`src/rtl/decode_stage_pipe.sv`:
```
// RV32I decode stage: register file with write-back bypass, control decode, immediate
// generation and an ID/EX register with valid/ready handshake. Optional macro: LOAD_USE_STALL_EN.
module decode_stage_pipe #(
  parameter int XLEN   = 32,
  parameter int NREG   = 32,
  parameter int REG_AW = 5
) (
  input  logic              clk,
  input  logic              rst,
  input  logic              in_valid,
  output logic              in_ready,
  input  logic [31:0]       instr,
  input  logic [XLEN-1:0]   pc_in,
  input  logic              wb_we,
  input  logic [REG_AW-1:0] wb_rd,
  input  logic [XLEN-1:0]   wb_data,
  input  logic              flush,
  input  logic              out_ready,
  output logic              out_valid,
  output logic [XLEN-1:0]   pc_out,
  output logic [XLEN-1:0]   rs1_data,
  output logic [XLEN-1:0]   rs2_data,
  output logic [XLEN-1:0]   imm_out,
  output logic [REG_AW-1:0] rd_out,
  output logic [2:0]        funct3_out,
  output logic              funct7b5_out,
  output logic              ALUSrc,
  output logic              MemToReg,
  output logic              RegWrite,
  output logic              MemRead,
  output logic              MemWrite,
  output logic              Branch,
  output logic [1:0]        ALUOp,
  output logic              illegal
);
  localparam logic [6:0] OP_R = 7'b0110011, OP_I = 7'b0010011, OP_LD = 7'b0000011,
                         OP_ST = 7'b0100011, OP_BR = 7'b1100011;

  typedef struct packed {
    logic [XLEN-1:0]   pc;
    logic [XLEN-1:0]   rs1;
    logic [XLEN-1:0]   rs2;
    logic [XLEN-1:0]   imm;
    logic [REG_AW-1:0] rd;
    logic [2:0]        f3;
    logic              f7b5;
    logic              alu_src, mem_to_reg, reg_write, mem_read, mem_write, branch;
    logic [1:0]        alu_op;
    logic              illegal;
  } idex_t;

  logic [NREG-1:0][XLEN-1:0] rf_q, rf_d;
  idex_t                     pl_q, pl_d;
  logic                      out_valid_q, out_valid_d;
  logic [6:0]                opcode;
  logic [REG_AW-1:0]         rs1_idx, rs2_idx;
  logic [XLEN-1:0]           rs1_val, rs2_val;
  logic                      stall, take;

  assign opcode  = instr[6:0];
  assign rs1_idx = REG_AW'(instr[19:15]);
  assign rs2_idx = REG_AW'(instr[24:20]);

  // x0 is never written, so it stays at its reset value of zero
  always_comb begin
    rf_d = rf_q;
    if (wb_we && wb_rd != '0 && int'(wb_rd) < NREG) rf_d[wb_rd] = wb_data;
  end

  // same-cycle write-back forwards around the register file
  always_comb begin
    rs1_val = '0;
    rs2_val = '0;
    if (rs1_idx != '0 && int'(rs1_idx) < NREG)
      rs1_val = (wb_we && wb_rd == rs1_idx) ? wb_data : rf_q[rs1_idx];
    if (rs2_idx != '0 && int'(rs2_idx) < NREG)
      rs2_val = (wb_we && wb_rd == rs2_idx) ? wb_data : rf_q[rs2_idx];
  end

`ifdef LOAD_USE_STALL_EN
  logic uses_rs1, uses_rs2;
  always_comb begin
    uses_rs1 = (opcode == OP_R) || (opcode == OP_I) || (opcode == OP_LD) ||
               (opcode == OP_ST) || (opcode == OP_BR);
    uses_rs2 = (opcode == OP_R) || (opcode == OP_ST) || (opcode == OP_BR);
    stall    = out_valid_q && pl_q.mem_read && pl_q.rd != '0 && in_valid &&
               ((uses_rs1 && pl_q.rd == rs1_idx) || (uses_rs2 && pl_q.rd == rs2_idx));
  end
`else
  assign stall = 1'b0;
`endif

  assign in_ready = !flush && (!out_valid_q || out_ready) && !stall;
  assign take     = in_valid && in_ready;

  always_comb begin
    pl_d = pl_q;
    if (take) begin
      pl_d.pc   = pc_in;
      pl_d.rs1  = rs1_val;
      pl_d.rs2  = rs2_val;
      pl_d.rd   = REG_AW'(instr[11:7]);
      pl_d.f3   = instr[14:12];
      pl_d.f7b5 = instr[30];
      {pl_d.alu_src, pl_d.mem_to_reg, pl_d.reg_write, pl_d.mem_read,
       pl_d.mem_write, pl_d.branch, pl_d.alu_op, pl_d.illegal} = 9'b0;
      pl_d.imm  = '0;
      case (opcode)
        OP_R:  {pl_d.reg_write, pl_d.alu_op} = 3'b1_10;
        OP_I: begin
          {pl_d.alu_src, pl_d.reg_write, pl_d.alu_op} = 4'b1_1_10;
          pl_d.imm = XLEN'($signed(instr[31:20]));
        end
        OP_LD: begin
          {pl_d.alu_src, pl_d.mem_to_reg, pl_d.reg_write, pl_d.mem_read} = 4'b1111;
          pl_d.imm = XLEN'($signed(instr[31:20]));
        end
        OP_ST: begin
          {pl_d.alu_src, pl_d.mem_write} = 2'b11;
          pl_d.imm = XLEN'($signed({instr[31:25], instr[11:7]}));
        end
        OP_BR: begin
          {pl_d.branch, pl_d.alu_op} = 3'b1_01;
          pl_d.imm = XLEN'($signed({instr[31], instr[7], instr[30:25], instr[11:8], 1'b0}));
        end
        default: pl_d.illegal = 1'b1;
      endcase
    end
  end

  // flush outranks everything; a transfer out with nothing new leaves a bubble
  always_comb begin
    out_valid_d = out_valid_q;
    if (flush)          out_valid_d = 1'b0;
    else if (take)      out_valid_d = 1'b1;
    else if (out_ready) out_valid_d = 1'b0;
  end

  always_ff @(posedge clk or negedge rst) begin
    if (!rst) begin
      rf_q        <= '0;
      pl_q        <= '0;
      out_valid_q <= 1'b0;
    end else begin
      rf_q        <= rf_d;
      pl_q        <= pl_d;
      out_valid_q <= out_valid_d;
    end
  end

  assign out_valid    = out_valid_q;
  assign pc_out       = pl_q.pc;
  assign rs1_data     = pl_q.rs1;
  assign rs2_data     = pl_q.rs2;
  assign imm_out      = pl_q.imm;
  assign rd_out       = pl_q.rd;
  assign funct3_out   = pl_q.f3;
  assign funct7b5_out = pl_q.f7b5;
  assign ALUSrc       = pl_q.alu_src;
  assign MemToReg     = pl_q.mem_to_reg;
  assign RegWrite     = pl_q.reg_write;
  assign MemRead      = pl_q.mem_read;
  assign MemWrite     = pl_q.mem_write;
  assign Branch       = pl_q.branch;
  assign ALUOp        = pl_q.alu_op;
  assign illegal      = pl_q.illegal;
endmodule
```
`config.mk`:
```
export PLATFORM = sky130hd
export DESIGN_NAME = decode_stage_pipe
export DESIGN_NICKNAME = d
export VERILOG_FILES = /design/src/rtl/decode_stage_pipe.sv
export SDC_FILE = /design/constraint.sdc
export NUM_CORES = 2
export LEC_CHECK = 0
export CORE_MARGIN = 2
export CORE_UTILIZATION = 40
export DETAILED_ROUTE_END_ITERATION = 6
export PLACE_DENSITY = 0.58
export SYNTH_ARGS = -nofsm -noshare
export SYNTH_HDL_FRONTEND = slang
export SYNTH_SLANG_ARGS = --single-unit
```
`constraint.sdc`:
```
create_clock -name clk -period 2.7 [get_ports clk]
set_input_delay 0.27 -clock clk [delete_from_list [all_inputs] [get_ports clk]]
set_output_delay 0.27 -clock clk [all_outputs]
set_load 0.005 [all_outputs]
```
# Yosys cells after proc, flatten, opt, wreduce, memory -nomap -nowiden

Index checks and enable logic that the tools add are counted.

Register bits: 1,170
Bits in latches: 0
Bits in writable memories: 0
Memory bits (read-only): 0
Word-level logic and storage cells: 98
Memories: 0

Add/sub/neg operators: 0
$mul: 0
Div/mod/pow operators: 0
Magnitude comparators: 4
Equality and inequality tests: 7
Shift operators: 0
Multiplexer cells: 22
Bitwise logic cells: 0
Reductions and logical operators: 18

Operators with widths:

| kind                                                | number |
|---|---|
| bitwise mux 1024 bit                                | 1 |
| binary-select mux 32 bit (select 5 bit)             | 2 |
| 2-to-1 mux 32 bit                                   | 7 |
| demux 32 bit (select 5 bit)                         | 1 |
| case mux 32 bit (3 select lines)                    | 1 |
| < comparator 5 x 6 -> 1 bit, second input constant  | 3 |
| nonzero test 5 bit                                  | 3 |
| == test 7 x 6 -> 1 bit, second input constant       | 2 |
| == test 5 bit                                       | 2 |
| 2-to-1 mux 1 bit                                    | 9 |
| == test 7 x 2 -> 1 bit, second input constant       | 1 |
| == test 7 x 5 -> 1 bit, second input constant       | 1 |
| == test 7 bit, second input constant                | 1 |
| logical AND 1 bit                                   | 6 |
| OR reduction 3 bit                                  | 2 |
| >= comparator 5 x 1 -> 1 bit, second input constant | 1 |
| OR reduction 5 bit                                  | 1 |
| case mux 2 bit (2 select lines)                     | 1 |
| OR reduction 2 bit                                  | 2 |
| nonzero test 3 bit                                  | 1 |
| zero test 1 bit                                     | 2 |
| logical OR 1 bit                                    | 1 |

# Logic depth before layout (Yosys ltp)

Depth in word-level cells: 6
Mapped depth: 10

# Worst setup path after synthesis

OpenSTA, ideal clock, no wires.

Path kind: input to register
Start: input instr[15]
End: register pl_q, in the netlist rs1_data[10]
Setup time: 0.138 ns
Data arrival time: 2.122 ns
Setup slack: 0.440 ns
Stages on the path: 7
Path buffers: 2
Path through: buf_2 buf_1 mux4_2 a22oi_1 nand2_1 a222oi_1 o21ai_0

Word-level cells in the longest chain between the ends: 4
Elaborated cells on any way between the ends: 7
Those cells by class: 1 x eq/ne; 4 x mux; 2 x reduce/logical

Ends and longest elaborated chain:

| what                                                                                | RTL line | text |
|---|---|---|
| start, declared                                                                     | 12       | `input logic [31:0] instr,` |
| binary-select mux 32 bit (select 5 bit) / == test 5 bit (equally long branches)     | 75       | `rs1_val = (wb_we && wb_rd == rs1_idx) ? wb_data : rf_q[rs1_idx];` |
| 2-to-1 mux 32 bit (implied by the code) / logical AND 1 bit (equally long branches) | 75       |  |
| 2-to-1 mux 32 bit                                                                   | 75       |  |
| 2-to-1 mux 32 bit (*)                                                               | 74       | `if (rs1_idx != '0 && int'(rs1_idx) < NREG)` |
| end signal, assigned                                                                | 146      | `pl_q <= pl_d;` |
| end, declared                                                                       | 53       | `idex_t pl_q, pl_d;` |

Every way passes the cells marked *; elsewhere a longest branch is shown, timed or not. The select of a mux whose other input is x is not followed.
A chain may end at the register's enable or synchronous reset.

# Worst setup path in the final report

Start: input instr[21]
End: register pl_q, in the netlist rs2_data[23]

Word-level cells in the longest chain between the ends: 4
Elaborated cells on any way between the ends: 7
Those cells by class: 1 x eq/ne; 4 x mux; 2 x reduce/logical

Ends and longest elaborated chain:

| what                                                                                | RTL line | text |
|---|---|---|
| binary-select mux 32 bit (select 5 bit) / == test 5 bit (equally long branches)     | 77       | `rs2_val = (wb_we && wb_rd == rs2_idx) ? wb_data : rf_q[rs2_idx];` |
| 2-to-1 mux 32 bit (implied by the code) / logical AND 1 bit (equally long branches) | 77       |  |
| 2-to-1 mux 32 bit                                                                   | 77       |  |
| 2-to-1 mux 32 bit (*)                                                               | 76       | `if (rs2_idx != '0 && int'(rs2_idx) < NREG)` |

Marked as above.

==> impl_metrics.json <==
{
  "cp.arrival_ns": 3.18,
  "ff2ff_setup_slack_ns": 0.50,
  "critPathRequiredTime_ns": 3.37,
  "placementRows": 141,
  "cts_sinks": 1151,
  "post_cts_buffers": 0,
  "firstDrtPassIters": 7,
  "finClkSkew_ns": 0.02847,
  "synth_edf_count": 0,
  "setup-tns-final_ns": 0,
  "yosys_warnings": 0,
  "via_per_inst": 6.326,
  "dr_total_vias": 40900,
  "period_minus_slack_ns": 2.507,
  "io_pins": 255,
  "die-width_um": 389.6,
  "grt_max_degree": 123,
  "port_buffers": 254,
  "status": "finished clean",
  "cts_tree": "yes",
  "relSlewSlack": 0.1293,
  "gp_congestion": 0.8267,
  "synth.most_common_cell": "dfrtp_1",
  "hp-class": "in2reg",
  "critPathMaxFanout": 18,
  "coreArea_mm2": 0.1477,
  "dieHeight_um": 389.6,
  "hold_viol": 0,
  "power_density_mw_per_mm2": 730.4,
  "rsz0062_at_grt": "no",
  "syn_inst": 4193,
  "drtAntennaViolNets": 0,
  "drive_above_1_share": 0.4364,
  "ys_async_sr_fraction": 1.000,
  "endpoint_kind": "flip-flop",
  "synth_top_area_share": 0.4844,
  "utilization": 0.4804,
  "synthTopCellsByCount": "1151 x dfrtp_1, 1024 x mux2_2, 359 x mux4_2",
  "grt_pass1_wl_mm": 299.5,
  "drt_iter0_drc": 3995,
  "cts_resized": 0,
  "wire_per_inst_um": 31.65,
  "maxSlewViolCount": 0,
  "power_mw": 51.81,
  "clk_pin_slew_ns": 0.06,
  "critPathKind": "in2reg",
  "ir_worst_vdd_uv": 668.6,
  "yosysTopAreaCell": "dfrtp_1",
  "avgSynthCellArea_um2": 14.18,
  "hpwl_mm": 125.9,
  "clock.fmax_mhz": 398.8,
  "root_buffer": "clkbuf_16",
  "overflow": 0,
  "max-clock-path-buffers": 3,
  "p_leak_nw": 30.95,
  "grtUsageTotal": 0.2695,
  "clk_latency_ns": 0.79,
  "final_area_mm2": 0.07094,
  "ys_ff_latch": 1151,
  "ys_seq_area_frac": 0.4844,
  "start_util": 0.4027,
  "wl_mm": 204.6,
  "fin_nets": 4540,
  "drv_cap": 0,
  "grt_antenna_before_repair": 9,
  "place_area_mm2": 0.06629,
  "cts_max_level": 4,
  "fill_cells": 12723,
  "syn_nets": 4300,
  "syn_area_mm2": 0.05946,
  "synth_flop_cell": "dfrtp_1",
  "area_delta_synth_final_pct": 19.30,
  "die_area_mm2": 0.1518,
  "tightest_slew_ns": 1.306,
  "start_kind": "input port",
  "cts_inserted_buffers": 134,
  "ys_types": 56,
  "finalCritPeriodShare": 0.9287,
  "synth_area_leaders": "dfrtp_1 48%, mux2_2 19%, mux4_2 14%, mux2i_1 5.2%, clkbuf_1 1.8%",
  "final-setup-viol-count": 0,
  "grt_pass1_vias": 41307,
  "drc_errors": 0
}
[routing by layer]
layer	GRT usage	wire length, um
met4	0.08400	6009
met3	0.06103	17300
met5	0	12
met2	0.4042	91380
met1	0.3886	89890
[per-stage QoR]
stage               cells  setup slack [ns]  hold slack, ns
floorplan            4193            0.4397        -0.02559
global placement     6206           0.04031          0.1411
detailed placement   6206           0.06866          0.1405
CTS                  6463            0.3036        0.001297
global route         6463            0.1656         0.03413
finish               6465            0.1925         0.04980
[final cells by class]
| type | instances | area, um2 | area share |
|---|---|---|---|
| flip-flops and latches | 1151 | 28800 | 0.4060 |
| diodes | 2 | 5.005 | 0.00007055 |
| clock inverters | 36 | 422.9 | 0.005962 |
| multi-input cells | 2552 | 28730 | 0.4050 |
| clock buffers | 200 | 4005 | 0.05646 |
| repair buffers | 588 | 6533 | 0.09209 |
| inverters | 6 | 22.52 | 0.0003175 |
| well taps | 1930 | 2415 | 0.03404 |
[registers in the layout, indices dropped and copies added (netlist names)]
name          flops
imm_out          13
Branch            1
funct7b5_out      1
rs2_data         32
funct3_out        3
out_valid         1
pc_out           32
MemWrite          1
rs1_data         32
ALUOp             2
illegal           1
RegWrite          1
rf_q           1024
ALUSrc            1
MemRead           1
rd_out            5
[path summary, 6_finish.rpt]
| check | start | to | depth (start not counted) |
|---|---|---|---|
| setup / recovery | instr[21] | rs2_data[23] | 9 |
| hold / removal | pc_in[26] | pc_out[26] | 3 |
| setup reg to reg | rf_q[339] | rs2_data[19] | 5 |
| hold reg to reg | rf_q[1] | rf_q[1] | 0 |
| max in group asynchronous | rst | rf_q[293] | 3 |
| min in group asynchronous | rst | rs2_data[10] | 3 |
[cells by family after synthesis]
kind of cell | synth area share
muxes | 0.3853
DFF | 0.4844
AOI/OAI and AO/OA | 0.06687
buffers and inverters | 0.03699
and+or+nand+nor | 0.02514
xor gates and xnor gates | 0.001326
[what timing repair did]
action                                  4_1_cts  5_1_grt
endpoints found under the setup margin        0        0
endpoints found under the hold margin       802        0
hold buffers                                 21        0
[cell usage in the layout (no fill, tap or decap), types with 11 or more instances in the layout]
cell type	Yosys	routed
mux4_2	359	359
o21ai_0	44	44
o221ai_1	12	12
clkbuf_16	0	137
dfrtp_1	1151	1151
buf_4	55	203
nor2_1	39	20
nand2_1	209	194
clkinv_2	0	14
a21oi_1	36	36
nor2b_1	29	22
dlygate4sd3_1	0	21
a221oi_1	112	112
a221o_1	25	25
a211oi_1	26	26
nand2_2	0	11
nor2_4	0	17
buf_12	1	113
nand3_1	14	13
a222oi_1	32	32
clkbuf_1	290	29
o21a_1	32	32
mux2i_1	308	308
clkbuf_8	0	35
a22oi_1	88	88
mux2_2	1024	1024
a22o_1	24	24
clkdlybuf4s50_1	0	244
o22ai_1	30	30
[where the power goes]
part	internal (mW)	switching, mW	total [mW]
combinational	6.17	4.06	10.2
clock	10.9	7.56	18.5
sequential	20.5	2.61	23.1
total	37.6	14.2	51.8
[critical path, stage by stage]
cell           delay, ns
dlygate4sd3_1       0.56
buf_8               0.25
buf_12              0.25
buf_4               0.22
mux4_2              0.49
nor2b_1             0.14
a211oi_1            0.56
nor4_1              0.10
a221o_1             0.28
No activity file was read; power rests on OpenSTA's default activity.
